<file path="config.mk">
export PLATFORM = sky130hd
export DESIGN_NAME = d1_fetch_queue
export DESIGN_NICKNAME = d
export VERILOG_FILES = /design/src/rtl/d1_fetch_queue.sv
export SDC_FILE = /design/constraint.sdc
export NUM_CORES = 1
export LEC_CHECK = 0
export BUFFER_PORTS_ARGS = -buffer_cell sky130_fd_sc_hd__buf_2
export CORE_UTILIZATION = 60
export CTS_BUF_LIST = sky130_fd_sc_hd__clkbuf_16
export CTS_CLUSTER_DIAMETER = 40
export DETAILED_ROUTE_END_ITERATION = 8
export HOLD_SLACK_MARGIN = 0.02
export PLACE_DENSITY = 0.89
export SLEW_MARGIN = 15
export SYNTH_ARGS = -nofsm -noshare
export SYNTH_HDL_FRONTEND = slang
export SYNTH_SLANG_ARGS = --single-unit
</file>
<file path="constraint.sdc">
create_clock -name clock -period 9.7 [get_ports clock]
set_input_delay 0.97 -clock clock [delete_from_list [all_inputs] [get_ports clock]]
set_output_delay 0.97 -clock clock [all_outputs]
set_load 0.03 [all_outputs]
</file>
<file path="src/rtl/d1_fetch_queue.sv">
// d1_fetch_queue: F2->D1 instruction queue with restart-PC tracking for branch delay slots.
// Optional macro D1_FETCH_QUEUE_BYPASS_EN: an empty queue shows the F2 entry combinationally.
// Ports:
//   clock, reset            - rising-edge clock, async active-high reset
//   F2_* (inputs)           - push request and entry payload from fetch stage 2
//   D1_Stall, D1_Flush      - decode hold / discard-all controls
//   D1_* (outputs)          - head entry (valid, payload, restart PC)
//   F2_QueueFull, D1_Count  - occupancy status
module d1_fetch_queue #(
    parameter int          DEPTH    = 4,
    parameter logic [31:0] RESET_PC = 32'hBFC00000
) (
    input  logic                     clock,
    input  logic                     reset,
    input  logic                     F2_Issued,
    input  logic [31:0]              F2_Instruction,
    input  logic [31:0]              F2_FetchPC,
    input  logic [31:0]              F2_PCAdd4,
    input  logic                     F2_IsBDS,
    input  logic                     F2_Exception,
    input  logic                     F2_XOP_Restart,
    input  logic [4:0]               F2_ExcCode,
    input  logic                     D1_Stall,
    input  logic                     D1_Flush,
    output logic                     D1_F2Issued,
    output logic [31:0]              D1_Instruction,
    output logic [31:0]              D1_PCAdd4,
    output logic                     D1_F2IsBDS,
    output logic                     D1_F2Exception,
    output logic                     D1_XOP_Restart,
    output logic [4:0]               D1_F2ExcCode,
    output logic [31:0]              D1_FetchPC,
    output logic                     F2_QueueFull,
    output logic [$clog2(DEPTH):0]   D1_Count
);
    localparam int AW = $clog2(DEPTH);
    localparam int CW = AW + 1;

    logic [31:0]   r_instr [DEPTH];
    logic [31:0]   r_pcadd4[DEPTH];
    logic [31:0]   r_rpc   [DEPTH];
    logic          r_bds   [DEPTH];
    logic          r_exc   [DEPTH];
    logic          r_xop   [DEPTH];
    logic [4:0]    r_code  [DEPTH];
    logic [AW-1:0] r_rd;
    logic [AW-1:0] r_wr;
    logic [CW-1:0] r_cnt;
    logic [31:0]   r_last_pc;

    logic          w_empty;
    logic          w_full;
    logic          w_byp;
    logic          w_take;
    logic          w_pop;
    logic          w_push;
    logic          w_wr;
    logic          w_rd;
    logic [31:0]   w_rpc_in;

    assign w_empty  = r_cnt == '0;
    assign w_full   = r_cnt == CW'(DEPTH);
    // A delay-slot entry restarts at the branch that precedes it.
    assign w_rpc_in = F2_IsBDS ? r_last_pc : F2_FetchPC;

`ifdef D1_FETCH_QUEUE_BYPASS_EN
    assign w_byp = w_empty & F2_Issued;
`else
    assign w_byp = 1'b0;
`endif

    // A bypassed entry consumed in the same cycle never touches storage.
    assign w_take = w_byp & ~D1_Stall & ~D1_Flush;
    assign w_pop  = D1_F2Issued & ~D1_Stall & ~D1_Flush;
    assign w_push = F2_Issued & ~D1_Flush & (~w_full | w_pop);
    assign w_wr   = w_push & ~w_take;
    assign w_rd   = w_pop & ~w_empty;

    always_comb begin
        D1_F2Issued    = ~w_empty | w_byp;
        D1_Instruction = ~w_empty ? r_instr[r_rd]  : (w_byp ? F2_Instruction : '0);
        D1_PCAdd4      = ~w_empty ? r_pcadd4[r_rd] : (w_byp ? F2_PCAdd4 : '0);
        D1_F2IsBDS     = ~w_empty ? r_bds[r_rd]    : (w_byp & F2_IsBDS);
        D1_F2Exception = ~w_empty ? r_exc[r_rd]    : (w_byp & F2_Exception);
        D1_XOP_Restart = ~w_empty ? r_xop[r_rd]    : (w_byp & F2_XOP_Restart);
        D1_F2ExcCode   = ~w_empty ? r_code[r_rd]   : (w_byp ? F2_ExcCode : '0);
        D1_FetchPC     = ~w_empty ? r_rpc[r_rd]    : (w_byp ? w_rpc_in : r_last_pc);
        F2_QueueFull   = w_full;
        D1_Count       = r_cnt;
    end

    always_ff @(posedge clock or posedge reset) begin
        if (reset) begin
            r_rd      <= '0;
            r_wr      <= '0;
            r_cnt     <= '0;
            r_last_pc <= RESET_PC;
        end else begin
            if (D1_Flush) begin
                r_rd  <= '0;
                r_wr  <= '0;
                r_cnt <= '0;
            end else begin
                if (w_rd)
                    r_rd <= r_rd + AW'(1);
                if (w_wr)
                    r_wr <= r_wr + AW'(1);
                r_cnt <= r_cnt + CW'(w_wr) - CW'(w_rd);
            end
            if (w_push & ~F2_IsBDS)
                r_last_pc <= F2_FetchPC;
        end
    end

    // Storage is not reset; validity comes solely from r_cnt.
    always_ff @(posedge clock) begin
        if (w_wr) begin
            r_instr[r_wr]  <= F2_Instruction;
            r_pcadd4[r_wr] <= F2_PCAdd4;
            r_rpc[r_wr]    <= w_rpc_in;
            r_bds[r_wr]    <= F2_IsBDS;
            r_exc[r_wr]    <= F2_Exception;
            r_xop[r_wr]    <= F2_XOP_Restart;
            r_code[r_wr]   <= F2_ExcCode;
        end
    end
endmodule

</file>
=== Word level (Yosys, flattened, before mapping) ===
Memories as Yosys holds them, arrays and structs flattened.
Index checks and enable logic that the tools add are counted.

* Register bits: 39
* Memory bits (writable): 416
* Bits of input ports: 109
* Output and inout bits: 109
* Logic and storage cells: 46
* Memories kept: 7

{| class="wikitable"
|+ Memory list
! name !! depth !! width !! rd ports !! clocked after memory_dff !! wr ports !! RTL line !! source
|-
| r_instr || 4 || 32 || 1 || 0 || 1 || 39 || <nowiki>logic [31:0] r_instr [DEPTH];</nowiki>
|-
| r_pcadd4 || 4 || 32 || 1 || 0 || 1 || 40 || <nowiki>logic [31:0] r_pcadd4[DEPTH];</nowiki>
|-
| r_rpc || 4 || 32 || 1 || 0 || 1 || 41 || <nowiki>logic [31:0] r_rpc [DEPTH];</nowiki>
|-
| r_code || 4 || 5 || 1 || 0 || 1 || 45 || <nowiki>logic [4:0] r_code [DEPTH];</nowiki>
|-
| r_bds || 4 || 1 || 1 || 0 || 1 || 42 || <nowiki>logic r_bds [DEPTH];</nowiki>
|-
| r_exc || 4 || 1 || 1 || 0 || 1 || 43 || <nowiki>logic r_exc [DEPTH];</nowiki>
|-
| 1 more memories || n/a || n/a || n/a || n/a || n/a || n/a ||
|}

* $add $sub $neg: 4
* Equality and inequality tests: 1
* Muxes and demuxes: 15
* Bitwise operators: 12
* Reduce and logical (&&, ||, !) cells: 3

{| class="wikitable"
|+ Operators by type and width
! operator !! count
|-
| 32-bit two-way mux || 4
|-
| 2-bit two-way mux || 4
|-
| 1-bit bitwise AND || 6
|-
| 1-bit two-way mux || 5
|-
| 5-bit two-way mux || 1
|-
| 1-bit inverter || 5
|-
| 2-bit by 1-bit adder with 2-bit output (second input constant) || 2
|-
| 2-bit nonzero test || 2
|-
| 3-bit by 1-bit adder with 3-bit output || 1
|-
| 3-bit equality test (second input constant) || 1
|-
| 3-bit logical NOT || 1
|-
| 3-bit two-way mux || 1
|-
| 3-bit by 1-bit subtractor with 3-bit output || 1
|-
| 1-bit bitwise OR || 1
|}

=== Longest topological paths before layout ===
* Depth in word-level cells: 9
* Mapped depth: 11
* Mapped depth without buffers: 11

=== Worst setup path before layout ===
No wires, ideal clock.

* Path type: input to register
* Start: input port D1_Flush
* End: memory r_bds[0] (enable)
* Setup time: 0.475 ns
* Arrival: 3.886 ns
* Data required time: 9.225 ns
* Setup slack: 5.339 ns
* Stages on the path: 3
* Buffers on the path: 1
* Cell sequence: buf_4 nor3_1 and2_1

* Longest elaborated chain between the ends: 6
* Elaborated cells on any way between the ends: 7

{| class="wikitable"
|+ RTL lines
! item !! RTL line !! source
|-
| start, declared || 24 || <nowiki>input logic D1_Flush,</nowiki>
|-
| 1-bit inverter (*) || 74, 75 ||
|-
| 1-bit bitwise AND || 74 || <nowiki>assign w_pop = D1_F2Issued & ~D1_Stall & ~D1_Flush;</nowiki>
|-
| 1-bit bitwise OR || 75 || <nowiki>assign w_push = F2_Issued & ~D1_Flush & (~w_full | w_pop);</nowiki>
|-
| 1-bit bitwise AND (*) || 75 ||
|-
| 1-bit two-way mux (*) || 117 || <nowiki>if (w_wr) begin</nowiki>
|-
| 1-bit two-way mux (implied by the code) (*) || 121 || <nowiki>r_bds[r_wr] <= F2_IsBDS;</nowiki>
|-
| end, declared || 42 ||
|}

Every way passes the cells marked *; elsewhere a longest branch is shown, timed or not.

=== Worst setup path after layout ===
* Start: register r_cnt[1] (netlist: D1_Count[1])
* End: output port D1_FetchPC[28]

* Longest elaborated chain between the ends: 2

{| class="wikitable"
|+ RTL lines
! item !! RTL line !! source
|-
| start, declared || 48 || <nowiki>logic [CW-1:0] r_cnt;</nowiki>
|-
| start signal, assigned || 108 || <nowiki>r_cnt <= r_cnt + CW'(w_wr) - CW'(w_rd);</nowiki>
|-
| 3-bit logical NOT || 61 || <nowiki>assign w_empty = r_cnt == '0;</nowiki>
|-
| 32-bit two-way mux || 87 || <nowiki>D1_FetchPC = ~w_empty ? r_rpc[r_rd] : (w_byp ? w_rpc_in : r_last_pc);</nowiki>
|-
| end, declared || 32 || <nowiki>output logic [31:0] D1_FetchPC,</nowiki>
|}

Every way passes these cells.

==> results.yml <==
layout:
  fin_nets: 1165
  post-route-util_pct: 71.0
  area_growth_pct: 16.7
  drive_gt1_share_pct: 48.0
timing:
  slew-limit-headroom_pct: 26.1
  slew_violations: 0
  fin_setup_tns_ps: 0
  timing.final.hold_violations: 0
  max_freq_ghz: 0.237
  final.setup_skew_ps: 13.4
  period_minus_ws_final_ps: 4230
  layout_worst_path_cycle_share_pct: 43.6
  worst_pin_slew_ps: 1110
  setup_viol_count_final: 0
  rsz0062_at_grt: "false"
run:
  max-cap-violations: 0
grt:
  grtUsageMet1_pct: 30.1
  globalRouteMet2Util_pct: 37.4
  grt_usage_pct: 23.1
  globalRoute.busiestLayer: "met2"
  globalRoute.totalOverflow: 0
  via_count_of_the_first_global_routing_pass: 9238
  grt_max_degree: 79
  grt_antenna_before_repair: 12
  gr-usage-met3_pct: 7.16
  first_pass_grt_wire_length_um: 52700
yosys:
  netlist_area_um2: 18000
  yosys.cell_count.top_type: "sky130_fd_sc_hd__edfxtp_1"
  post_synthesis_average_cell_area_um2: 22.1
  postSynthRegisterBits: 455
  yosysTopAreaCellShare_pct: 69.3
  async_reset_ff_share_pct: 8.57
  synth_flop_cell: "sky130_fd_sc_hd__edfxtp_1"
  synth.net_count: 932
  postSynthCellCount: 816
  yosysWarnings: 0
  synth_top_cells_by_count: "sky130_fd_sc_hd__edfxtp_1 (416), sky130_fd_sc_hd__mux4_2 (104), sky130_fd_sc_hd__and2_1 (76), sky130_fd_sc_hd__mux2_2 (66)"
  synth_top_cells_by_area: "sky130_fd_sc_hd__edfxtp_1 (69%), sky130_fd_sc_hd__mux4_2 (13%), sky130_fd_sc_hd__dfrtp_1 (4.2%)"
  edff_count_synth: 416
  sequential_to_total_area_share_from_yosys_stat_pct: 74.7
  yosysUniqueCellTypes: 31
  netlist.top_cell.by_area: "sky130_fd_sc_hd__edfxtp_1"
routing:
  drtIter0Drc: 636
  routed-via-count: 8630
  route.antenna.remaining_nets: 0
  drc: 0
  detail_route.vias_per_cell: 5.82
  route.final.wire_length_um: 34400
  route.detailed.wl_per_inst_um: 23.2
  dr.pass1.iters: 5
placement:
  io_buffer_count: 217
  dpl.hpwl_um: 19900
  gp_congestion: 0.744
setup_path:
  cp-start-kind: "flip-flop"
  worst-endpoint-arrival_ps: 3260
  required_ps: 8730
  worstPathMaxFanout: 78
  cp-end-kind: "primary output"
  worst-setup-path-type: "flip-flop to primary output"
clocking:
  post_cts_resize_count: 0
  cts-buffers-inserted: 50
  cts_sinks: 455
  cts_tree: "yes"
  cts_hold_repair.buffers: 0
  cts.htree.levels: 2
  clock_tree.root_cell: "sky130_fd_sc_hd__clkbuf_16"
  max-clock-path-buffers: 3
  cts_setup_buffers: 0
  clock_latency_on_the_worst_skew_pair_ps: 540
  cts.clk_slew.worst_paths_ps: 60
power_and_ir_drop:
  vdd.ir_drop.worst_v: 0.000220
  p_leak_nw: 7.43
  power.density_cell_area_nw_per_um2: 289
die:
  effective_utilization_at_floorplan_pct: 60.8
  floorplan.die_area_um2: 30800
  io-pin-count: 218
  die_w_um: 175
  die_height_um: 175
  core_area_um2: 29600
  rows: 63
status:
  status: "finished clean"
worst_hold_path:
  hold_path_class: "flip-flop to flip-flop"
[cells in the final DEF, fill, tap and decap left out, drive strengths merged, types with 3 or more instances in the layout]
cell type  synthesis  routed
dfrtp             30      30
mux2              96      96
nor3               4       4
mux4             104     104
ha                 6       6
clkinvlp           0       5
and2              77      77
a21oi              4       4
dfstp              9       9
inv                9      21
clkbuf            23      51
clkinv             0      18
edfxtp           416     416
bufinv             0       4
buf               21     225
diode              0       6
o21ai              3       3
[sequential cells by signal (all words and copies together), names as in the netlist]
name       count
r_last_pc     32
r_wr           2
r_xop          4
r_bds          4
r_code        20
r_instr      128
r_rd           2
r_pcadd4     128
r_rpc        128
r_exc          4
D1_Count       3
[where the power goes]
| part | internal, mW | switching, mW |
|---|---|---|
| Sequential | 2.31 | 0.0853 |
| Clock | 1.07 | 0.741 |
| Combinational | 0.711 | 1.17 |
[layout make-up]
class | count | area, µm²
inverter | 9 | 35.0
clock inverter | 39 | 325
multi-input combinational | 308 | 4280
antenna | 6 | 15.0
tap | 390 | 488
fill | 1784 | 8590
clock buffer | 51 | 1280
timing repair buffer | 225 | 1150
sequential | 455 | 13500
[worst max-delay path, stage by stage, from the launching register on]
cell,delay (ps)
sky130_fd_sc_hd__dfrtp_1,460
sky130_fd_sc_hd__nor3_1,590
sky130_fd_sc_hd__clkinv_2,480
sky130_fd_sc_hd__buf_4,540
sky130_fd_sc_hd__mux2_2,430
sky130_fd_sc_hd__buf_2,190
[through the flow]
stage | worst slack [ps] | instances | instance area, µm² | hold WS [ps] | power (mW)
after global routing | 5220 | 1481 | 21000 | 553 | 6.32
after floorplan | 5340 | 816 | 18000 | 492 | 3.82
after detailed placement | 5960 | 1387 | 19400 | 518 | 4.33
after CTS | 5380 | 1477 | 21000 | 537 | 6.14
final | 5470 | 1483 | 21100 | 535 | 6.08
after global placement | 6000 | 1387 | 19400 | 510 | 4.29
[cell families (layout without fill, tap and decap cells)]
logic type               count (synthesis)  in the layout  share of synthesized area [%]
other                                    0              6                              0
adder cells (fa/ha/maj)                  7              7                          0.527
AO/OA/AOI/OAI                            8              8                          0.236
XOR/XNOR                                 1              1                         0.0486
multiplexers                           200            200                           19.6
AND/OR/NAND/NOR                         92             92                           3.26
flip-flops                             455            455                           74.7
buffers and inverters                   53            324                           1.58
[metal layers]
| layer | vias up | routed length, µm |
|---|---|---|
| met5 | - | 77 |
| met1 | 4420 | 13600 |
| met4 | 12 | 891 |
| met2 | 329 | 17000 |
| met3 | 73 | 2820 |
| li1 | 3796 | - |
[final timing paths]
| kind | startpoint | to | slack (ps) | depth (start not counted) |
|---|---|---|---|---|
| max | D1_Count[1] | D1_FetchPC[28] | 5470 | 5 |
| min | r_last_pc[30] | r_last_pc[30] | 540 | 1 |
| max reg2reg | D1_Count[1] | r_instr[0][26] | 6600 | 4 |
| min reg2reg | r_last_pc[30] | r_last_pc[30] | 540 | 1 |
| max in group asynchronous | reset | r_rd[1] | 8310 | 2 |
| min in group asynchronous | reset | r_last_pc[12] | 670 | 2 |
Power figures use the tool's default switching activity.
